### src/rtl/truth_table_sweeper.sv
`timescale 1ns/1ps
// Exhaustive truth-table sweeper: walks every input vector, holds it,
// checks the DUT response against a packed table and reports a verdict.
module truth_table_sweeper #(
    parameter int N_IN  = 4,
    parameter int N_OUT = 2,
    parameter int HOLD  = 20,
    parameter logic [N_OUT*(2**N_IN)-1:0] EXPECTED = '0
) (
    input  logic             clk,
    input  logic             rst_n,
    input  logic             start,
    input  logic             abort,
    input  logic [N_OUT-1:0] resp,
    output logic [N_IN-1:0]  stim,
    output logic             busy,
    output logic             done,
    output logic             pass,
    output logic [N_IN:0]    err_count,
    output logic [N_IN-1:0]  first_fail_vec,
    output logic             first_fail_valid
);

    localparam int CW = (HOLD > 1) ? $clog2(HOLD) : 1;

    typedef enum logic [1:0] {IDLE, SWEEP, DONE} state_t;

    state_t          state, state_n;
    logic [CW-1:0]   cnt, cnt_n;
    logic [N_IN-1:0] stim_n, ffv_n;
    logic [N_IN:0]   err_n;
    logic            busy_n, done_n, pass_n, ffok_n;
    logic [N_OUT-1:0] exp_resp;
    logic            hit, mism;

    always_ff @(posedge clk or negedge rst_n) begin
        if (!rst_n) begin
            state            <= IDLE;
            cnt              <= '0;
            stim             <= '0;
            busy             <= 1'b0;
            done             <= 1'b0;
            pass             <= 1'b0;
            err_count        <= '0;
            first_fail_vec   <= '0;
            first_fail_valid <= 1'b0;
        end else begin
            state            <= state_n;
            cnt              <= cnt_n;
            stim             <= stim_n;
            busy             <= busy_n;
            done             <= done_n;
            pass             <= pass_n;
            err_count        <= err_n;
            first_fail_vec   <= ffv_n;
            first_fail_valid <= ffok_n;
        end
    end

    always_comb begin
        exp_resp = EXPECTED[int'(stim)*N_OUT +: N_OUT];
        // Case inequality so X/Z on the response is always a failure
        mism     = (resp !== exp_resp);
        hit      = (cnt == CW'(HOLD - 1));
        state_n  = state;
        cnt_n    = cnt;
        stim_n   = stim;
        busy_n   = busy;
        done_n   = done;
        pass_n   = pass;
        err_n    = err_count;
        ffv_n    = first_fail_vec;
        ffok_n   = first_fail_valid;
        if (abort) begin
            // Results are kept for post-mortem; the pending compare is dropped
            state_n = IDLE;
            cnt_n   = '0;
            stim_n  = '0;
            busy_n  = 1'b0;
            done_n  = 1'b0;
            pass_n  = 1'b0;
        end else begin
            unique case (state)
                IDLE, DONE: begin
                    if (start) begin
                        state_n = SWEEP;
                        cnt_n   = '0;
                        stim_n  = '0;
                        busy_n  = 1'b1;
                        done_n  = 1'b0;
                        pass_n  = 1'b0;
                        err_n   = '0;
                        ffv_n   = '0;
                        ffok_n  = 1'b0;
                    end
                end
                SWEEP: begin
                    if (hit) begin
                        cnt_n = '0;
                        if (mism) begin
                            err_n = err_count + 1'b1;
                            if (!first_fail_valid) begin
                                ffv_n  = stim;
                                ffok_n = 1'b1;
                            end
                        end
                        if (stim == '1) begin
                            state_n = DONE;
                            busy_n  = 1'b0;
                            done_n  = 1'b1;
                            pass_n  = (err_n == '0);
                        end else begin
                            stim_n = stim + 1'b1;
                        end
                    end else begin
                        cnt_n = cnt + 1'b1;
                    end
                end
                default: state_n = IDLE;
            endcase
        end
    end

endmodule

### config.mk
export PLATFORM = sky130hd
export DESIGN_NAME = truth_table_sweeper
export DESIGN_NICKNAME = d
export VERILOG_FILES = /design/src/rtl/truth_table_sweeper.sv
export SDC_FILE = /design/constraint.sdc
export NUM_CORES = 1
export LEC_CHECK = 0
export ABC_AREA = 1
export BUFFER_PORTS_ARGS = -buffer_cell sky130_fd_sc_hd__buf_2
export CAP_MARGIN = 0
export CORE_MARGIN = 5
export CORE_UTILIZATION = 36
export CTS_CLUSTER_SIZE = 40
export DETAILED_ROUTE_END_ITERATION = 10
export MAX_ROUTING_LAYER = met4
export PLACE_DENSITY_LB_ADDON = 0.15
export SETUP_SLACK_MARGIN = 0.02
export SLEW_MARGIN = 20
export SYNTH_ARGS = -nofsm -noshare
export SYNTH_HDL_FRONTEND = slang
export SYNTH_SLANG_ARGS = --single-unit
export TNS_END_PERCENT = 5
### constraint.sdc
create_clock -name clk -period 3.9 [get_ports clk]
set_clock_uncertainty 0.15 [all_clocks]
set_input_delay 0.975 -clock clk [delete_from_list [all_inputs] [get_ports clk]]
set_output_delay 0.975 -clock clk [all_outputs]
set_load 0.005 [all_outputs]
==> impl_metrics.tcl, run 1 <==
set metrics [dict create \
    clkLatencyLatePin_ns 0.30 \
    ctsHoldBuffers 0 \
    cts_max_path_buffers 2 \
    core_um2 3420 \
    critPathSlowestCell "dfrtp_1" \
    rr_endpoint "stim[3]" \
    first_pass_iters 4 \
    port_buffers 22 \
    ys_types 20 \
    first_iter_violations 43 \
    overflow 0 \
    rsz0062_at_grt "false" \
    finalHoldViolations 0 \
    cp_cell_sequence "buf_2" \
    initial_core_util_pct 38.3 \
    path_depth 1 \
    grt_pass1_vias 1145 \
    pwr-share-comb_pct 32.8 \
    routed_wl_um 2790 \
    sw_frac_of_total_pct 38.3 \
    hpwlAfterDp_um 2160 \
    netlist_top_cells_area "dfrtp_1 46%, nand2_1 12%, inv_1 6.6%" \
    h-tree-depth 1 \
    area_delta_synth_final_pct 14.5 \
    path_class "flip-flop to output pin" \
    total_power_mw 0.626 \
    rows 21 \
    p_per_area_nw_per_um2 418 \
    fin_crit_sh_pct 53.2 \
    outcome "completed" \
    synth_area_per_cell_um2 7.92 \
    yosysSeqAreaShare_pct 45.9 \
    dieArea_um2 4940 \
    vias 1116 \
    place_congestion 0.825 \
    antenna_found_initial 0 \
    crit_path_start_kind "flip-flop" \
    drv_cap 0 \
    cts_buffers 3 \
    finalSetupTns_ns 0 \
    hold-worst-slack_ns 0.334 \
    syn_nets 174 \
    min_path_type "flip-flop to flip-flop" \
    gr-usage-met1_pct 16.1 \
    ff_latch_area_um2 601 \
    path_buf_inv 1 \
    routedWlPerCell_um 11.8 \
    cts_tree "done" \
    gr-usage-met2_pct 18.9 \
    root_buffer "clkbuf_4" \
    nets 201 \
    crit_end "err_count[2]" \
    track_usage_pct 12.2 \
    cpPeakStageDelay_ns 0.49 \
    rr_worst_depth 7 \
    nFillCells 378 \
    syn_area_um2 1310 \
    cts_resized 0 \
    ys_warn_count 0 \
    synth.largest_area_cell "dfrtp_1" \
    drive_above_1_share_pct 22.6 \
    setup_viol 0 \
    peakVddDrop_v 0.000276 \
    cp.required_ns 2.77 \
    post_drt_via_cell_ratio 4.73 \
    timing.rr.start "cnt[0]" \
    post_cts_buffers 0 \
    synth_top_area_share_pct 45.9 \
    fin_crit_ns 2.07 \
    clockPowerShare_pct 16.8 \
    p_leak_nw 0.820 \
    max_freq_mhz 482 \
    intPower_mw 0.386 \
    n_antenna_cell 0 \
    power_switching_mw 0.240 \
    fin_util_pct 43.8 \
    slew_violations 0 \
    relSlewSlack_pct 63.7 \
    drt.antenna.violating_nets 0 \
    cp-end-kind "output pin" \
    grt.busiest_layer "met2" \
    die_w_um 70.3 \
    crit_family "flip-flops" \
    syn_inst 165 \
    multi_input_area_um2 613 \
    arrival_ns 0.95 \
    ys_seq_elements 24 \
    cp_max_fo 8 \
    io_pins 23 \
    die_height_um 70.3 \
    regToRegSetupSlack_ns 2.30 \
    grt_max_degree 25 \
    grt_pass1_wl_um 4930 \
    worst_slew_pin_slew_ns 0.544 \
    cts_sinks 24 \
    grt_util_met3_pct 2.30 \
    seqPwrFrac_pct 50.4 \
    clk_pin_slew_worst_paths_ns 0.12 \
    drc_errors 0 \
    crit_start "err_count[2]" \
]
[state kept, by name (all words and copies together) (netlist names)]
register,flops
stim,4
done,1
busy,1
pass,1
cnt,5
state,2
first_fail_vec,4
err_count,5
first_fail_valid,1
[layout make-up]
class / count / share of cell area (%)
clock buffer: 3 / 1.50
tap: 46 / 3.84
inverter: 25 / 6.27
multi-input combinational: 116 / 40.9
sequential: 24 / 40.1
timing repair buffer: 22 / 7.35
[per-layer routing]
layer,vias up,share of wire (%),routed length [µm]
met1,513,51,1420
met3,5,4.0,111
met5,-,0,0
li1,579,-,-
met2,19,44,1230
met4,0,1.1,31
[through the flow]
stage | worst slack [ns] | instances | cell area, µm²
2_1_floorplan | 2.11 | 165 | 1310
3_3_place_gp | 1.84 | 233 | 1480
3_5_place_dp | 1.81 | 233 | 1480
4_1_cts | 1.81 | 236 | 1500
5_1_grt | 1.75 | 236 | 1500
6_report | 1.83 | 236 | 1500
[cell usage after synthesis]
cell type and count:
nand2_1 42, dfrtp_1 24, inv_1 23, nand3_1 15, nor2_1 10, o21ai_1 10, o21ai_0 7, nand2_2 5
nand2_4 4, o22ai_1 4, a21oi_1 3, ha_1 3, nand4_1 3, nor2_2 3, inv_2 2, nor2_4 2
xor2_1 2, nand4_2 1, o21bai_1 1, or2_2 1
[placed cells by master, fill, tap and decap left out, types with 4 or more instances in the layout]
master   Yosys  final
nand2_2      5      5
inv_1       23     23
buf_2        0     22
nor2_1      10     10
nand2_4      4      4
nand2_1     42     42
o21ai_0      7      7
nand3_1     15     15
dfrtp_1     24     24
o21ai_1     10     10
o22ai_1      4      4
[worst min path at each step]
| stage | from | end | slack, ns | cells past startpoint |
|---|---|---|---|---|
| 3_5_place_dp | busy | busy | 0.31 | 2 |
| 3_3_place_gp | done | done | 0.31 | 2 |
| 2_1_floorplan | busy | busy | 0.31 | 2 |
| 6_report | done | done | 0.33 | 2 |
| 5_1_grt | pass | pass | 0.37 | 2 |
| 4_1_cts | busy | busy | 0.34 | 2 |
[tightest hold or removal path, cell delays in order, from the launching register on]
cell and delay, ns:
dfrtp_1 0.37, nand2_1 0.05, nand2_1 0.04
[logic make-up (layout without fill, tap and decap cells)]
family                     Yosys count  after routing  share of synthesized area, %
adders and majority gates            3              3                          2.87
AOI/OAI and AO/OA                   25             25                          10.1
DFF                                 24             24                          45.9
and+or+nand+nor                     86             86                          32.5
buffers and inverters               25             50                          7.18
xor gates and xnor gates             2              2                          1.34
[power groups by stage]
| stage | sequential [mW] | combinational (mW) | clock, mW |
|---|---|---|---|
| 6_report | 0.316 | 0.205 | 0.105 |
| 5_1_grt | 0.322 | 0.238 | 0.125 |
| 4_1_cts | 0.316 | 0.210 | 0.112 |
| 3_5_place_dp | 0.321 | 0.207 | 0 |
| 3_3_place_gp | 0.321 | 0.208 | 0 |
| 2_1_floorplan | 0.317 | 0.144 | 0 |
(Power assumes the default switching activity.)
==> run 2, diff against run 1 <==
ABC_AREA = 0   (was 1)
clock period = 1.7 ns   (was 3.9 ns; I/O delays follow)
==> run 2 against run 1 <==
Area after synthesis shrank 4.2%. Register-to-register slack got worse by 2.4 ns. Largest power group unchanged. The flow now finishes with violations (negative setup slack). Highest routed layer unchanged. Wire length rose by 8.5%.
==> impl_metrics.tcl, run 2 <==
set metrics [dict create \
    synth_common_cells "24 x dfrtp_1, 14 x o21ai_0, 9 x nor2_1" \
    netlist_top_cells_area "dfrtp_1 48%, o21ai_0 5.6%, mux2i_1 3.2%" \
    initial_core_util_pct 37.2 \
    drive_above_1_share_pct 41.5 \
    vias 1122 \
    syn_inst 122 \
    finalSetupTns_ns -0.133 \
    cts_tree "done" \
    hpwlAfterDp_um 2300 \
    routedWlPerCell_um 13.9 \
    grt_max_degree 25 \
    syn_area_um2 1250 \
    clk_pin_slew_worst_paths_ns 0.14 \
    setup_viol 3 \
    p_per_area_nw_per_um2 570 \
    area_delta_synth_final_pct 36.7 \
    n_antenna_cell 0 \
    crit_path_start_kind "flip-flop" \
    io_pins 23 \
    async_flop_share_pct 100 \
    cts_buffers 3 \
    p_leak_nw 0.820 \
    max_freq_mhz 566 \
    dieArea_um2 4760 \
    path_class "flip-flop to flip-flop" \
    h-tree-depth 1 \
    first_pass_iters 4 \
    ff_latch_area_um2 601 \
    syn_nets 131 \
    fin_crit_sh_pct 104 \
    cpPeakStageDelay_ns 0.42 \
    cts_sinks 24 \
    nets 182 \
    min_path_type "primary input to flip-flop" \
    antenna_found_initial 0 \
    post_drt_via_cell_ratio 5.17 \
    cp_max_fo 4 \
    finalWorstSetupSlack_ns -0.0654 \
    die_w_um 69.0 \
    synth_edf_count 0 \
    peakVddDrop_v 0.000251 \
    mostFrequentLayoutCell "buf_4" \
    grt_pass1_vias 1149 \
    track_usage_pct 15.2 \
    synth_area_per_cell_um2 10.3 \
    worst_slew_pin_slew_ns 0.570 \
    total_power_mw 0.976 \
    synth_top_area_share_pct 48.0 \
    synth.largest_area_cell "dfrtp_1" \
    synthMostInstantiatedCell "dfrtp_1" \
    drv_cap 0 \
    reg_top3 "cnt x5, err_count x5" \
    synth_ff_type "dfrtp_1" \
    rsz0062_at_grt "true" \
    path_common_cell "mux2_4" \
    cp.required_ns 1.77 \
    first_iter_violations 35 \
    fin_util_pct 50.9 \
    ys_seq_elements 24 \
    violations "negative setup slack" \
    ys_warn_count 0 \
    arrival_ns 1.83 \
    hold-worst-slack_ns 0.268 \
    overflow 0 \
    place_inst 212 \
    drc_errors 0 \
    multi_input_area_um2 697 \
    cp_cell_sequence "ha_4 > and4bb_4 > nand2_4 > mux2_4 > mux2_4" \
    cts_max_path_buffers 2 \
    routed_wl_um 3030 \
    die_height_um 69.0 \
    rows 21 \
    final_cells 217 \
    relSlewSlack_pct 62.0 \
    clkLatencyLatePin_ns 0.31 \
    root_buffer "clkbuf_4" \
    drt.antenna.violating_nets 0 \
    fin_crit_ns 1.77 \
    outcome "finished, violations left" \
    place_congestion 0.810 \
    critPathSlowestCell "dfrtp_1" \
    cp-end-kind "flip-flop" \
    nFillCells 352 \
    ys_types 40 \
    slew_violations 0 \
    core_um2 3360 \
    finalHoldViolations 0 \
    yosysSeqAreaShare_pct 48.0 \
    mostFrequentLayoutCells "26 x buf_4, 24 x dfrtp_1, 22 x buf_2" \
    port_buffers 22 \
    grt_pass1_wl_um 5330 \
]
## run 2: area by class of cell
cell class | instances | area share, %
inverter | 5 | 1.10
sequential | 24 | 35.1
timing repair buffer | 49 | 18.4
clock buffer | 3 | 1.32
tap | 46 | 3.36
multi-input combinational | 90 | 40.7
## run 2: where the power goes
group / internal [mW] / total (mW) / switching, mW / leakage [nW]
combinational: 0.0617 / 0.133 / 0.0713 / 0.474
clock: 0.0828 / 0.255 / 0.172 / 0.0138
sequential: 0.580 / 0.588 / 0.00793 / 0.332
total: 0.725 / 0.976 / 0.251 / 0.820
## run 2: cells by family after synthesis
group                    after synthesis  synth area share (%)
flip-flops                            24                  48.0
multiplexers                           8                  6.79
XOR/XNOR                               2                  1.40
AO/OA/AOI/OAI                         34                  18.0
buffers and inverters                  8                  2.70
AND/OR/NAND/NOR                       43                  20.2
adder cells (fa/ha/maj)                3                  3.00
## run 2: repair_timing
| action | in CTS | in global routing |
|---|---|---|
| hold buffers | 1 | 0 |
| resized for setup | 3 | 7 |
| gates cloned | 0 | 0 |
| setup buffers | 0 | 1 |
| endpoints found under the setup margin | 8 | 17 |
| hold endpoints to repair | 24 | 0 |
| pin swaps | 1 | 3 |
## run 2: stage by stage
step | setup slack, ns | area [µm²]
final | -0.0654 | 1710
after floorplan | -0.0880 | 1280
after global placement | -0.143 | 1620
after global routing | -0.120 | 1710
after detailed placement | -0.190 | 1620
after CTS | -0.127 | 1660
## run 2: path summary, 6_finish.rpt
kind                            startpoint            to  slack, ns  cells past startpoint
worst max-delay path                cnt[0]  err_count[0]      -0.07                      5
worst min-delay path                 abort       stim[3]       0.27                      3
worst max register to register      cnt[0]  err_count[0]      -0.07                      5
worst min register to register        busy          busy       0.38                      2
max in group asynchronous            rst_n          busy       0.55                      2
min in group asynchronous            rst_n  err_count[1]       0.47                      2
## run 2: layer usage
layer	wire length, µm	track usage [%]	vias up
met2	1420	24.4	21
met3	100	1.94	2
met5	0	-	-
met1	1480	19.9	549
li1	-	-	550
met4	21	4.38	0
## run 2: critical path: cells and delay by family, from the launching register on
kind / cells / cell delay (ns)
adders and majority gates: 1 / 0.16
muxes: 2 / 0.58
DFF: 1 / 0.42
and+or+nand+nor: 2 / 0.37
==> run 3, diff against run 2 <==
SLEW_MARGIN = 25   (was 20)
clock period = 1.95 ns   (was 1.7 ns; I/O delays follow)
==> run 3 against run 2 <==
The run ends with negative hold slack left. Via count down 2.5%. Register-to-register slack improved by 0.16 ns. Global-route usage fell by 0.057 points. Die area is the same. Flip-flop and latch count unchanged. Clock power shrank 13%. Final area down 7.3%. Worst setup slack improved by 0.16 ns. Sequential power fell by 13%. Non-clock buffer count decreased by 6. First-iteration DRC count grew 26%. Highest routed layer unchanged.
==> impl_metrics.tcl, run 3 (synthesis gave the netlist of run 2 again) <==
set metrics [dict create \
    clkLatencyLatePin_ns 0.32 \
    post_drt_via_cell_ratio 5.18 \
    sw_frac_of_total_pct 25.5 \
    cp.required_ns 2.05 \
    fin_crit_ns 1.85 \
    finalSetupTns_ns 0 \
    hpwlAfterDp_um 2290 \
    mostFrequentLayoutCell "dfrtp_1" \
    n_antenna_cell 0 \
    ctsHoldBuffers 0 \
    hold-worst-slack_ns -0.0148 \
    grt_pass1_wl_um 5190 \
    grt_max_degree 25 \
    cp-end-kind "flip-flop" \
    worst_slew_pin_slew_ns 0.623 \
    drive_above_1_share_pct 34.5 \
    cp_cell_sequence "and4bb_4 > a21oi_2 > or4_1 > a211oi_2" \
    p_leak_nw 0.761 \
    arrival_ns 1.95 \
    first_pass_iters 6 \
    relSlewSlack_pct 58.1 \
    cp_max_fo 6 \
    critPathSlowestCell "or4_1" \
    min_path_type "primary input to async pin" \
    area_delta_synth_final_pct 26.7 \
    dp_slack_ns 0.000268 \
    vias 1094 \
    root_buffer "clkbuf_4" \
    drv_cap 0 \
    io_pins 23 \
    path_class "flip-flop to flip-flop" \
    cts_sinks 24 \
    intPower_mw 0.626 \
    die_w_um 69.0 \
    reg_top3 "cnt x5, err_count x5" \
    slew_violations 0 \
    port_buffers 22 \
    overflow 0 \
    clk_pin_slew_worst_paths_ns 0.13 \
    rr_worst_depth 4 \
    grt_pass1_vias 1118 \
    nFillCells 358 \
    peakVddDrop_v 0.000292 \
    power_switching_mw 0.214 \
    antenna_found_initial 0 \
    finalWorstSetupSlack_ns 0.0964 \
    fin_util_pct 47.2 \
    initial_core_util_pct 37.2 \
    finalHoldViolations 24 \
    routed_wl_um 3070 \
    pwr-share-comb_pct 12.8 \
    rsz0062_at_grt "false" \
    clockPowerShare_pct 26.4 \
    fin_crit_sh_pct 95.1 \
    first_iter_violations 44 \
    violations "negative hold slack" \
    die_height_um 69.0 \
    track_usage_pct 15.1 \
    outcome "finished, violations left" \
    cts_tree "done" \
    drc_errors 0 \
    nets 176 \
    cpPeakStageDelay_ns 0.49 \
    core_um2 3360 \
    crit_path_start_kind "flip-flop" \
    p_per_area_nw_per_um2 530 \
    drt.antenna.violating_nets 0 \
    seqPwrFrac_pct 60.8 \
    rows 21 \
    max_freq_mhz 540 \
    h-tree-depth 1 \
    place_congestion 0.779 \
    cts_buffers 3 \
    mostFrequentLayoutCells "23 x dfrtp_1, 22 x buf_2, 21 x buf_4" \
    routedWlPerCell_um 14.6 \
    setup_viol 0 \
    dieArea_um2 4760 \
    cts_max_path_buffers 2 \
]
==> run 3: cell count changes in the layout (fill, tap and decap cells not counted), sizes merged <==
cell         previous run  this run
buf                    48        43
dlygate4sd3             1         0
==> run 3: layout make-up <==
cell class	instances	area [µm²]	share of cell area (%)
clock buffers	3	22.5	1.42
inverters	5	18.8	1.18
multi-input cells	90	618	39.0
flip-flops and latches	24	602	37.9
well taps	46	57.6	3.63
repair buffers	43	268	16.9
==> run 3: per-layer routing <==
layer | routed length, µm | vias to the layer above | GRT usage [%]
met4 | 42 | 0 | 5.11
met5 | 0 | - | -
met3 | 85 | 4 | 2.59
met1 | 1420 | 535 | 18.8
met2 | 1520 | 15 | 24.8
li1 | - | 540 | -
==> run 3: worst paths after layout <==
check / startpoint / endpoint / slack (ns)
min: rst_n / cnt[2] / -0.01
min in group clk: abort / stim[3] / 0.32
max reg2reg: cnt[3] / stim[3] / 0.1
min reg2reg: busy / busy / 0.37
max: cnt[3] / stim[3] / 0.1
max in group asynchronous: rst_n / cnt[3] / 1.27
==> run 3: power groups by stage <==
stage | combinational (mW) | clock, mW | sequential [mW]
global placement | 0.101 | 0 | 0.521
detailed placement | 0.105 | 0 | 0.521
finish | 0.108 | 0.222 | 0.511
global route | 0.119 | 0.251 | 0.513
CTS | 0.106 | 0.229 | 0.511
floorplan | 0.0470 | 0 | 0.521
==> run 3: per-stage QoR <==
step	instances	instance area (µm²)	power, mW
floorplan	122	1250	0.568
global placement	206	1550	0.622
detailed placement	206	1550	0.626
CTS	209	1570	0.846
global route	211	1590	0.883
finish	211	1590	0.840
==> run 3: what timing repair did <==
action,4_1_cts,5_1_grt
buffers inserted,0,2
endpoints found under the setup margin,0,1
gates resized for setup,0,1
hold endpoints to repair,0,0
==> run 3: critical path, delay by kind of cell (launching register included) <==
kind	cells	cell delay [ns]
AOI/OAI and AO/OA	2	0.30
DFF	1	0.46
and+or+nand+nor	2	0.88
